### src/rtl/key_debounce_pkg.sv
// Shared device constants for the key peripheral: register offsets, key count
// and the read-word packing helpers used by the bridge-facing logic.
package key_debounce_pkg;

  localparam int NUM_KEYS = 8;

  localparam logic ADDR_STATUS = 1'b0;
  localparam logic ADDR_IEN    = 1'b1;

  typedef logic [NUM_KEYS-1:0] key_vec_t;

  function automatic logic [31:0] status_word(input key_vec_t ev, input key_vec_t st);
    return {16'b0, ev, st};
  endfunction

  function automatic logic [31:0] ien_word(input key_vec_t ien);
    return {24'b0, ien};
  endfunction

endpackage

### src/rtl/key_debounce_filter.sv
// Single-key filter: 2-flop synchronizer, saturating-free debounce counter,
// accepted (stable) level and a combinational press pulse on acceptance.
module key_filter #(
  parameter int DEBOUNCE_MAX = 500000,
  parameter int CNT_W        = 20
) (
  input  logic clk_i,
  input  logic rst_i,
  input  logic key_n_i,
  output logic stable_o,
  output logic press_o
);

  localparam logic [CNT_W-1:0] CNT_LAST = CNT_W'(DEBOUNCE_MAX - 1);

  logic [1:0]       sync_q;
  logic [CNT_W-1:0] cnt_q, cnt_d;
  logic             stable_q, stable_d;
  logic             sync_lvl;
  logic             mismatch;
  logic             accept;

  // Synchronized level, inverted so that 1 means pressed.
  assign sync_lvl = ~sync_q[1];

  always_comb begin
    mismatch = sync_lvl ^ stable_q;
    accept   = mismatch && (cnt_q == CNT_LAST);
    cnt_d    = (mismatch && !accept) ? cnt_q + CNT_W'(1) : '0;
    stable_d = accept ? sync_lvl : stable_q;
    press_o  = accept && sync_lvl;
  end

  always_ff @(posedge clk_i) begin
    if (rst_i) begin
      sync_q   <= '1;
      cnt_q    <= '0;
      stable_q <= 1'b0;
    end else begin
      sync_q   <= {sync_q[0], key_n_i};
      cnt_q    <= cnt_d;
      stable_q <= stable_d;
    end
  end

  assign stable_o = stable_q;

endmodule

### src/rtl/key_debounce.sv
// Eight-key debounce peripheral: per-key filters, sticky press events with
// write-1-to-clear, interrupt enable register and a registered interrupt.
module key_debounce
  import key_debounce_pkg::*;
#(
  parameter int DEBOUNCE_MAX = 500000,
  parameter int CNT_W        = 20
) (
  input  logic                clk,
  input  logic                reset,
  input  logic [NUM_KEYS-1:0] user_key,
  input  logic                addr,
  input  logic                we,
  input  logic [31:0]         in,
  output logic [31:0]         out,
  output logic                int_req
);

  key_vec_t stable;
  key_vec_t press;
  key_vec_t event_q, event_d;
  key_vec_t ien_q, ien_d;
  key_vec_t clr_mask;
  logic     int_req_q;
  logic     unused_in_hi;

  genvar g;
  for (g = 0; g < NUM_KEYS; g++) begin : g_key
    key_filter #(
      .DEBOUNCE_MAX(DEBOUNCE_MAX),
      .CNT_W       (CNT_W)
    ) u_filter (
      .clk_i   (clk),
      .rst_i   (reset),
      .key_n_i (user_key[g]),
      .stable_o(stable[g]),
      .press_o (press[g])
    );
  end

  assign unused_in_hi = ^in[31:2*NUM_KEYS];

  // Press is OR-ed in after the clear so a same-edge set beats W1C.
  always_comb begin
    clr_mask = (we && addr == ADDR_STATUS) ? in[2*NUM_KEYS-1:NUM_KEYS] : '0;
    event_d  = (event_q & ~clr_mask) | press;
    ien_d    = (we && addr == ADDR_IEN) ? in[NUM_KEYS-1:0] : ien_q;
  end

  always_ff @(posedge clk) begin
    if (reset) begin
      event_q   <= '0;
      ien_q     <= '0;
      int_req_q <= 1'b0;
    end else begin
      event_q   <= event_d;
      ien_q     <= ien_d;
      int_req_q <= |(event_q & ien_q);
    end
  end

  always_comb begin
    out = (addr == ADDR_IEN) ? ien_word(ien_q) : status_word(event_q, stable);
  end

  assign int_req = int_req_q;

endmodule

### config.mk
export PLATFORM = sky130hd
export DESIGN_NAME = key_debounce
export DESIGN_NICKNAME = d
export VERILOG_FILES = /design/src/rtl/key_debounce_pkg.sv /design/src/rtl/key_debounce_filter.sv /design/src/rtl/key_debounce.sv
export SDC_FILE = /design/constraint.sdc
export NUM_CORES = 1
export LEC_CHECK = 0
export ABC_AREA = 1
export CAP_MARGIN = 10
export CORE_AREA = 8 8 148 253
export DETAILED_ROUTE_END_ITERATION = 16
export DIE_AREA = 0 0 156 261
export DONT_BUFFER_PORTS = 1
export PLACE_DENSITY = 0.46
export SYNTH_ARGS = -nofsm -noshare
export SYNTH_HDL_FRONTEND = slang
export SYNTH_SLANG_ARGS = --single-unit
### constraint.sdc
create_clock -name clk -period 1.5 [get_ports clk]
set_clock_uncertainty 0.15 [all_clocks]
set_input_delay 0.3 -clock clk [delete_from_list [all_inputs] [get_ports clk]]
set_output_delay 0.3 -clock clk [all_outputs]
set_load 0.05 [all_outputs]
# Word-level counts from Yosys, hierarchy flattened

Index checks and enable logic that the tools add are counted.

Add/sub/neg operators: 8
Eq/ne operators: 8
Multiplexer cells: 2
Bitwise operators: 29
Reduce and logical (&&, ||, !) cells: 43

Operators by type and width:

| kind                    | count |
|---|---|
| $add A20 B1 Y20 const B | 8 |
| $eq A20 B19 Y1 const B  | 8 |
| $logic_and A1 B1 Y1     | 26 |
| $not A1 Y1              | 17 |
| $and A8 B8 Y8           | 2 |
| $mux W16                | 1 |
| $reduce_or A2 Y1        | 8 |
| $logic_not A1 Y1        | 8 |
| $mux W8                 | 1 |
| $not A8 Y8              | 1 |
| $or A8 B8 Y8            | 1 |
| $reduce_or A8 Y1        | 1 |
| $xor A1 B1 Y1           | 8 |

Bits in registers: 201
Bits of input ports: 44
Output and inout port bits: 33
Logic and storage cells: 117

# Depth between registers and ports, before layout

Gate-level depths: netlist (run 1).

Depth after elaboration: 7
Mapped depth: 9
Mapped depth without buffers: 9

# Cells and area by module

Synthesis (run 1) repeated with hierarchy kept, for this count alone.

Cell total of the unflattened synthesis: 1489
Area, all modules: 10241.1 um^2

By module, submodules not included:

| module       | times used | cells each | area an instance (um^2) |
|---|---|---|---|
| key_filter   | 8          | 169        | 1158.6 |
| key_debounce | 1          | 137        | 972.2 |

# Worst setup path before layout (run 1)

No wires, ideal clock.

Path kind: input -> output
Start: in addr
End: out out[3]
Arrival: 1.643 ns
Data required time: 1.050 ns
Setup slack: -0.593 ns
Stages on the path: 3
Path buffers: 1
Cells stage by stage: inv_1 -> clkbuf_1 -> o21ai_0

Longest elaborated chain between the ends: 1

Ends and longest elaborated chain:

| element     | RTL line           | text |
|---|---|---|
| from (decl) | key_debounce.sv:12 | `input logic addr,` |
| $mux W16    | key_debounce.sv:63 | `out = (addr == ADDR_IEN) ? ien_word(ien_q) : status_word(event_q, stable);` |
| to (decl)   | key_debounce.sv:15 | `output logic [31:0] out,` |

Every way passes these cells.

# Final worst setup path (run 1)

Start: reg g_key[2].u_filter.stable_q
End: out out[2]

Longest elaborated chain between the ends: 1

Ends and longest elaborated chain:

| element                | RTL line                  | text |
|---|---|---|
| from (decl)            | key_debounce_filter.sv:18 | `logic stable_q, stable_d;` |
| from (signal assigned) | key_debounce_filter.sv:42 | `stable_q <= stable_d;` |
| $mux W16               | key_debounce.sv:63        |  |

Every way passes these cells.

==> impl_metrics.env, run 1 <==
export IMPL_drtIter0Drc=255
export IMPL_portBuffers=0
export IMPL_ys_warn_count=0
export IMPL_clk_path_buf_depth=3
export IMPL_p_sw_share_pct=22.5
export IMPL_crit_chain="inv_2, o21ai_2, buf_6"
export IMPL_worst_pin_slew_ns=0.528
export IMPL_cts_root_buf="clkbuf_16"
export IMPL_htree_levels=1
export IMPL_start_util_pct=29.3
export IMPL_grt_max_degree=34
export IMPL_outcome="finished with violations"
export IMPL_cts_tree="yes"
export IMPL_criticalPathCategory="reg -> out"
export IMPL_numCtsBuffers=23
export IMPL_layout_setup_ws_ns=-0.138
export IMPL_p_leak_nw=4.50
export IMPL_path_delay_family="flip-flops"
export IMPL_reg2regPathDepth=8
export IMPL_worst_setup_path_start_kind="register"
export IMPL_die_w_um=156
export IMPL_cp_slowest_cell="dfxtp_2"
export IMPL_hp_class="in -> reg"
export IMPL_rows=90
export IMPL_critPathBufInv=2
export IMPL_dp_hpwl_um=18500
export IMPL_syn_instance_count=1449
export IMPL_arrival_ns=1.19
export IMPL_ys_types=35
export IMPL_cp_slowest_stage_delay_ns=0.33
export IMPL_relSlewSlack_pct=64.7
export IMPL_clock_latency_ns=0.52
export IMPL_cap_violations=0
export IMPL_wl_per_cell_um=12.5
export IMPL_antenna_found_initial=1
export IMPL_postSynthAreaPerCell_sq_um=6.91
export IMPL_drc=0
export IMPL_firstDrtPassIters=6
export IMPL_rsz0062_at_grt="true"
export IMPL_violations="negative setup slack"
export IMPL_ant_nets=0
export IMPL_pwr_share_seq_pct=46.3
export IMPL_ir_drop_uv=862
export IMPL_grt_pass1_wl_um=41800
export IMPL_hold_violations=0
export IMPL_synth_seq_cells=201
export IMPL_switchingPower_mw=2.63
export IMPL_r2r_start="g_key[5].u_filter.cnt_q[13]"
export IMPL_yosysSeqAreaShare_pct=40.2
export IMPL_powerDensity_mw_per_mm2=843
export IMPL_final_util_pct=40.5
export IMPL_placedCellCount=1999
export IMPL_fin_crit_ns=1.64
export IMPL_reg2reg_slack_ns=-0.08
export IMPL_final_nets=1683
export IMPL_cp_end_kind="primary output"
export IMPL_drv_slew=0
export IMPL_rr_endpoint="event_q[5]"
export IMPL_vias_per_cell=4.42
export IMPL_core_area_sq_mm=0.0341
export IMPL_syn_area_sq_mm=0.0100
export IMPL_hold_end="ien_q[3]"
export IMPL_grt_pass1_vias=9144
export IMPL_max_clock_freq_mhz=610
export IMPL_clkTransAtPathRegs_ns=0.06
export IMPL_post_route_period_util_pct=109
export IMPL_crit_required_ns=1.05
export IMPL_ioPinCount=77
export IMPL_fin_setup_tns_ns=-1.89
export IMPL_cts_sinks=201
export IMPL_hold_path_startpoint="we"
export IMPL_area_growth_pct=38.1
export IMPL_power_frac_comb_pct=4.1
export IMPL_place_congestion=0.799
export IMPL_setup_violations=18
export IMPL_drt_total_wl_um=26400
export IMPL_p_clk_share_pct=49.5
export IMPL_fp_dieH_um=261
export IMPL_overflow=0
export IMPL_die_area_sq_mm=0.0407
export IMPL_worstPathMaxFanout=2
export IMPL_fill_cells=3547
export IMPL_via_count=9314
export IMPL_min_path_cells=3
export IMPL_grtUsageTotal_pct=12.5
export IMPL_intPower_mw=9.04
export IMPL_fin_cells=2106
export IMPL_layout_drive_gt1_share_pct=31.8
-- cells in the final DEF (no fill, tap or decap), types with 21 or more instances in the layout --
cell	synthesis	layout
dlygate4sd3_1	0	27
inv_2	9	27
nand3_1	79	65
dfxtp_2	0	77
buf_4	25	120
xnor2_1	43	42
nor2_2	36	56
nand2_2	8	23
or2_2	21	21
xor2_1	41	38
a21oi_1	64	55
nand2_1	351	325
nor2_4	10	57
inv_1	119	99
nor2_1	330	263
clkbuf_16	0	26
nand4_1	24	24
dfxtp_1	201	123
-- final cells by class --
type	instances	area (sq um)	area share, %
Antenna cell	1	2.50	0.0181
Clock buffer	32	679	4.91
Clock inverter	7	85.1	0.615
Inverter	129	492	3.56
Multi-Input combinational cell	1101	6250	45.2
Sequential cell	201	4120	29.8
Tap cell	460	576	4.16
Timing Repair Buffer	175	1620	11.7
-- worst max path at each step --
| stage | startpoint | end | slack [ns] | cells past startpoint |
|---|---|---|---|---|
| after detailed placement | g_key[5].u_filter.cnt_q[0] | event_q[5] | -0.07 | 8 |
| after floorplan | addr | out[3] | -0.22 | 3 |
| final | g_key[2].u_filter.stable_o | out[2] | -0.14 | 3 |
| after global placement | g_key[5].u_filter.cnt_q[0] | g_key[5].u_filter.cnt_q[19] | -0.06 | 8 |
| after global routing | g_key[0].u_filter.stable_o | out[0] | -0.21 | 3 |
| after CTS | event_q[5] | out[13] | -0.18 | 2 |
-- cell usage after synthesis, drive strengths merged --
cell,number,area share (%)
a21oi,65,3.3
a22o,2,0.17
a31oi,1,0.063
and2,3,0.19
buf,34,2.6
clkbuf,5,0.19
clkinv,1,0.037
conb,1,0.037
dfxtp,201,40
ha,8,1.0
inv,128,4.8
nand2,362,14
nand3,87,4.7
nand3b,9,0.67
nand4,24,1.5
nor2,376,16
nor3,5,0.25
o21ai,25,1.4
o21bai,2,0.15
o22ai,2,0.12
or2,24,1.5
xnor2,43,3.8
xor2,41,3.6
-- registers in the layout, summed over array words and instances (netlist names) --
name and count:
event_q 8, g_key.u_filter.cnt_q 160, g_key.u_filter.stable_o 8, g_key.u_filter.sync_q 16, ien_q 8, int_req 1
-- worst register-to-register path, delay by kind of cell (launching register included) --
kind,cells,cell delay [ns]
simple gates,5,0.56
compound gates,1,0.12
buf+inv,2,0.26
flops,1,0.41
-- per-stage QoR --
stage               total power, mW  instance area [sq um]  hold WS, ns  setup WS, ns
CTS                            11.9                  12900      0.00771        -0.180
floorplan                      5.83                  10200        0.239        -0.218
global placement               5.85                  11400        0.225       -0.0639
finish                         11.7                  13800       0.0468        -0.138
detailed placement             5.85                  11400        0.228       -0.0721
global route                   12.2                  13800       0.0598        -0.206
-- power groups by stage --
stage	registers [mW]	logic, mW	clock network, mW
after floorplan	5.52	0.314	0
after global placement	5.52	0.330	0
after detailed placement	5.52	0.331	0
after CTS	5.40	0.446	6.03
after global routing	5.40	0.523	6.24
final	5.40	0.484	5.77
-- metal layers --
layer,up-vias,wire [um],track usage (%)
met5,-,0,0
met2,131,14500,25.1
met3,42,1030,2.05
met4,0,709,4.44
met1,4281,10100,12.4
li1,4860,-,-
-- cells by family after synthesis --
logic type | Yosys count | synth area share [%]
simple gates | 890 | 38.6
other cells | 1 | 0.0375
fa+ha+maj | 8 | 1.00
xor+xnor | 84 | 7.35
flops | 201 | 40.2
compound gates | 97 | 5.16
buf+inv | 168 | 7.66
-- timing repair --
item,CTS,global route
gates cloned,2,9
pin swaps,24,69
setup buffers,22,12
resized for setup,99,223
endpoints found under the hold margin,141,10
setup endpoints to repair,158,184
hold buffers,27,1
(Power assumes the default switching activity.)
==> run 2, diff against run 1 <==
PLACE_DENSITY = not set   (was 0.46)
==> run 2 against run 1 <==
Net effect: flip-flop and latch count is the same; maximum frequency shrank 1.5%; combinational power grew 5.8%; critical path depth is the same; cell area is essentially flat; critical path type unchanged; highest routed layer unchanged; via count grew 1.2%; worst setup slack lost 0.024 ns; critical endpoint is now out[4]; non-clock buffer count shrank 2; the flow still finishes with violations (negative setup slack); die area is the same.
==> impl_metrics.env, run 2 (synthesis results as in run 1) <==
export IMPL_relSlewSlack_pct=34.0
export IMPL_cp_slowest_stage_delay_ns=0.33
export IMPL_grtUsageTotal_pct=12.1
export IMPL_cts_sinks=201
export IMPL_rsz0062_at_grt="true"
export IMPL_via_count=9426
export IMPL_cp_end_kind="primary output"
export IMPL_post_route_period_util_pct=111
export IMPL_drc=0
export IMPL_drv_slew=0
export IMPL_worst_path_stages=3
export IMPL_p_leak_nw=4.51
export IMPL_cts_root_buf="clkbuf_16"
export IMPL_cap_violations=0
export IMPL_start_util_pct=29.3
export IMPL_regMostFlops="g_key.u_filter.cnt_q"
export IMPL_final_cell_mix="nand2_1, nor2_1, dfxtp_1, buf_4, inv_1"
export IMPL_layout_drive_gt1_share_pct=31.0
export IMPL_reg2regPathDepth=7
export IMPL_worstPathMaxFanout=2
export IMPL_max_clock_freq_mhz=601
export IMPL_drtIter0Drc=351
export IMPL_fill_cells=3431
export IMPL_crit_required_ns=1.05
export IMPL_layout_setup_ws_ns=-0.163
export IMPL_grt_pass1_wl_um=41000
export IMPL_firstDrtPassIters=5
export IMPL_crit_chain="inv_2, o21ai_2, buf_6"
export IMPL_overflow=0
export IMPL_violations="negative setup slack"
export IMPL_powerDensity_mw_per_mm2=845
export IMPL_die_w_um=156
export IMPL_placedCellCount=1979
export IMPL_grt_max_degree=26
export IMPL_hold_end="ien_q[0]"
export IMPL_worst_setup_path_start_kind="register"
export IMPL_path_delay_family="flip-flops"
export IMPL_grt_pass1_vias=9214
export IMPL_core_area_sq_mm=0.0341
export IMPL_rr_endpoint="g_key[5].u_filter.cnt_q[3]"
export IMPL_cts_tree="yes"
export IMPL_fin_setup_tns_ns=-3.00
export IMPL_arrival_ns=1.21
export IMPL_final_nets=1681
export IMPL_setup_violations=33
export IMPL_clock_latency_ns=0.52
export IMPL_die_area_sq_mm=0.0407
export IMPL_clkTransAtPathRegs_ns=0.06
export IMPL_vias_per_cell=4.48
export IMPL_portBuffers=0
export IMPL_r2r_start="g_key[5].u_filter.cnt_q[1]"
export IMPL_fp_dieH_um=261
export IMPL_ir_drop_uv=1070
export IMPL_hold_violations=0
export IMPL_criticalPathCategory="reg -> out"
export IMPL_outcome="finished with violations"
export IMPL_clk_path_buf_depth=3
export IMPL_numCtsBuffers=23
export IMPL_largestRegisters="g_key.u_filter.cnt_q (160), g_key.u_filter.sync_q (16)"
export IMPL_largest_register_ff_count=160
export IMPL_htree_levels=1
export IMPL_dp_hpwl_um=17800
export IMPL_place_congestion=0.844
export IMPL_ioPinCount=77
export IMPL_ant_nets=0
export IMPL_cp_slowest_cell="dfxtp_2"
export IMPL_wl_per_cell_um=12.6
export IMPL_final_util_pct=40.5
export IMPL_drt_total_wl_um=26500
export IMPL_hp_class="in -> reg"
export IMPL_fin_cells=2106
export IMPL_reg2reg_slack_ns=-0.08
export IMPL_antenna_found_initial=0
export IMPL_diodes=0
export IMPL_min_path_cells=3
export IMPL_critPathBufInv=2
export IMPL_area_growth_pct=38.1
export IMPL_rows=90
export IMPL_hold_path_startpoint="addr"
export IMPL_fin_crit_ns=1.66
export IMPL_final_common_cell="nand2_1"
export IMPL_worst_pin_slew_ns=0.990
## run 2: cell type report
cell class	count	area, sq um	area share [%]
Timing Repair Buffer	173	1660	12.0
Sequential cell	201	4120	29.8
Tap cell	460	576	4.16
Clock inverter	9	106	0.769
Inverter	129	494	3.57
Clock buffer	33	673	4.87
Multi-Input combinational cell	1101	6210	44.9
## run 2: worst max path at each step
stage / slack, ns / from / end
after floorplan: -0.22 / addr / out[3]
after global placement: -0.06 / g_key[5].u_filter.cnt_q[0] / g_key[5].u_filter.stable_o
after detailed placement: -0.1 / g_key[5].u_filter.cnt_q[0] / g_key[5].u_filter.stable_o
after CTS: -0.20 / g_key[4].u_filter.stable_o / out[4]
after global routing: -0.21 / g_key[4].u_filter.stable_o / out[4]
final: -0.16 / g_key[4].u_filter.stable_o / out[4]
## run 2: tightest hold or removal path, stage by stage
cell and delay [ns]:
nand2_1 0.15, o21ai_0 0.10, nor2_1 0.07
## run 2: metal layers
metal  vias up  part of all wire (%)  GRT usage, %
li1       4863                     -             -
met1      4337                    40          13.2
met2       166                    53          22.7
met3        60                   3.8          1.83
met4         0                   3.2          5.14
met5         -                     0             0
## run 2: per-stage QoR
step	setup slack [ns]	hold WS (ns)	power, mW	instance area [sq um]
global route	-0.211	0.0336	12.1	13800
CTS	-0.200	-0.0195	11.8	12800
floorplan	-0.218	0.239	5.83	10200
detailed placement	-0.0976	0.241	5.86	11200
finish	-0.163	0.00122	11.7	13800
global placement	-0.0615	0.239	5.85	11200
## run 2: power by group
group / switching [mW] / leakage, nW / internal [mW] / total [mW]
Combinational: 0.315 / 2.48 / 0.197 / 0.512
Clock: 2.30 / 0.376 / 3.47 / 5.77
Sequential: 0.0309 / 1.66 / 5.38 / 5.41
## run 2: timing repair
item | CTS | global route
hold buffers | 31 | 0
setup endpoints to repair | 178 | 215
resized for setup | 101 | 201
buffers inserted | 24 | 17
hold endpoints to repair | 80 | 0
pin swaps | 27 | 72
gates cloned | 1 | 12
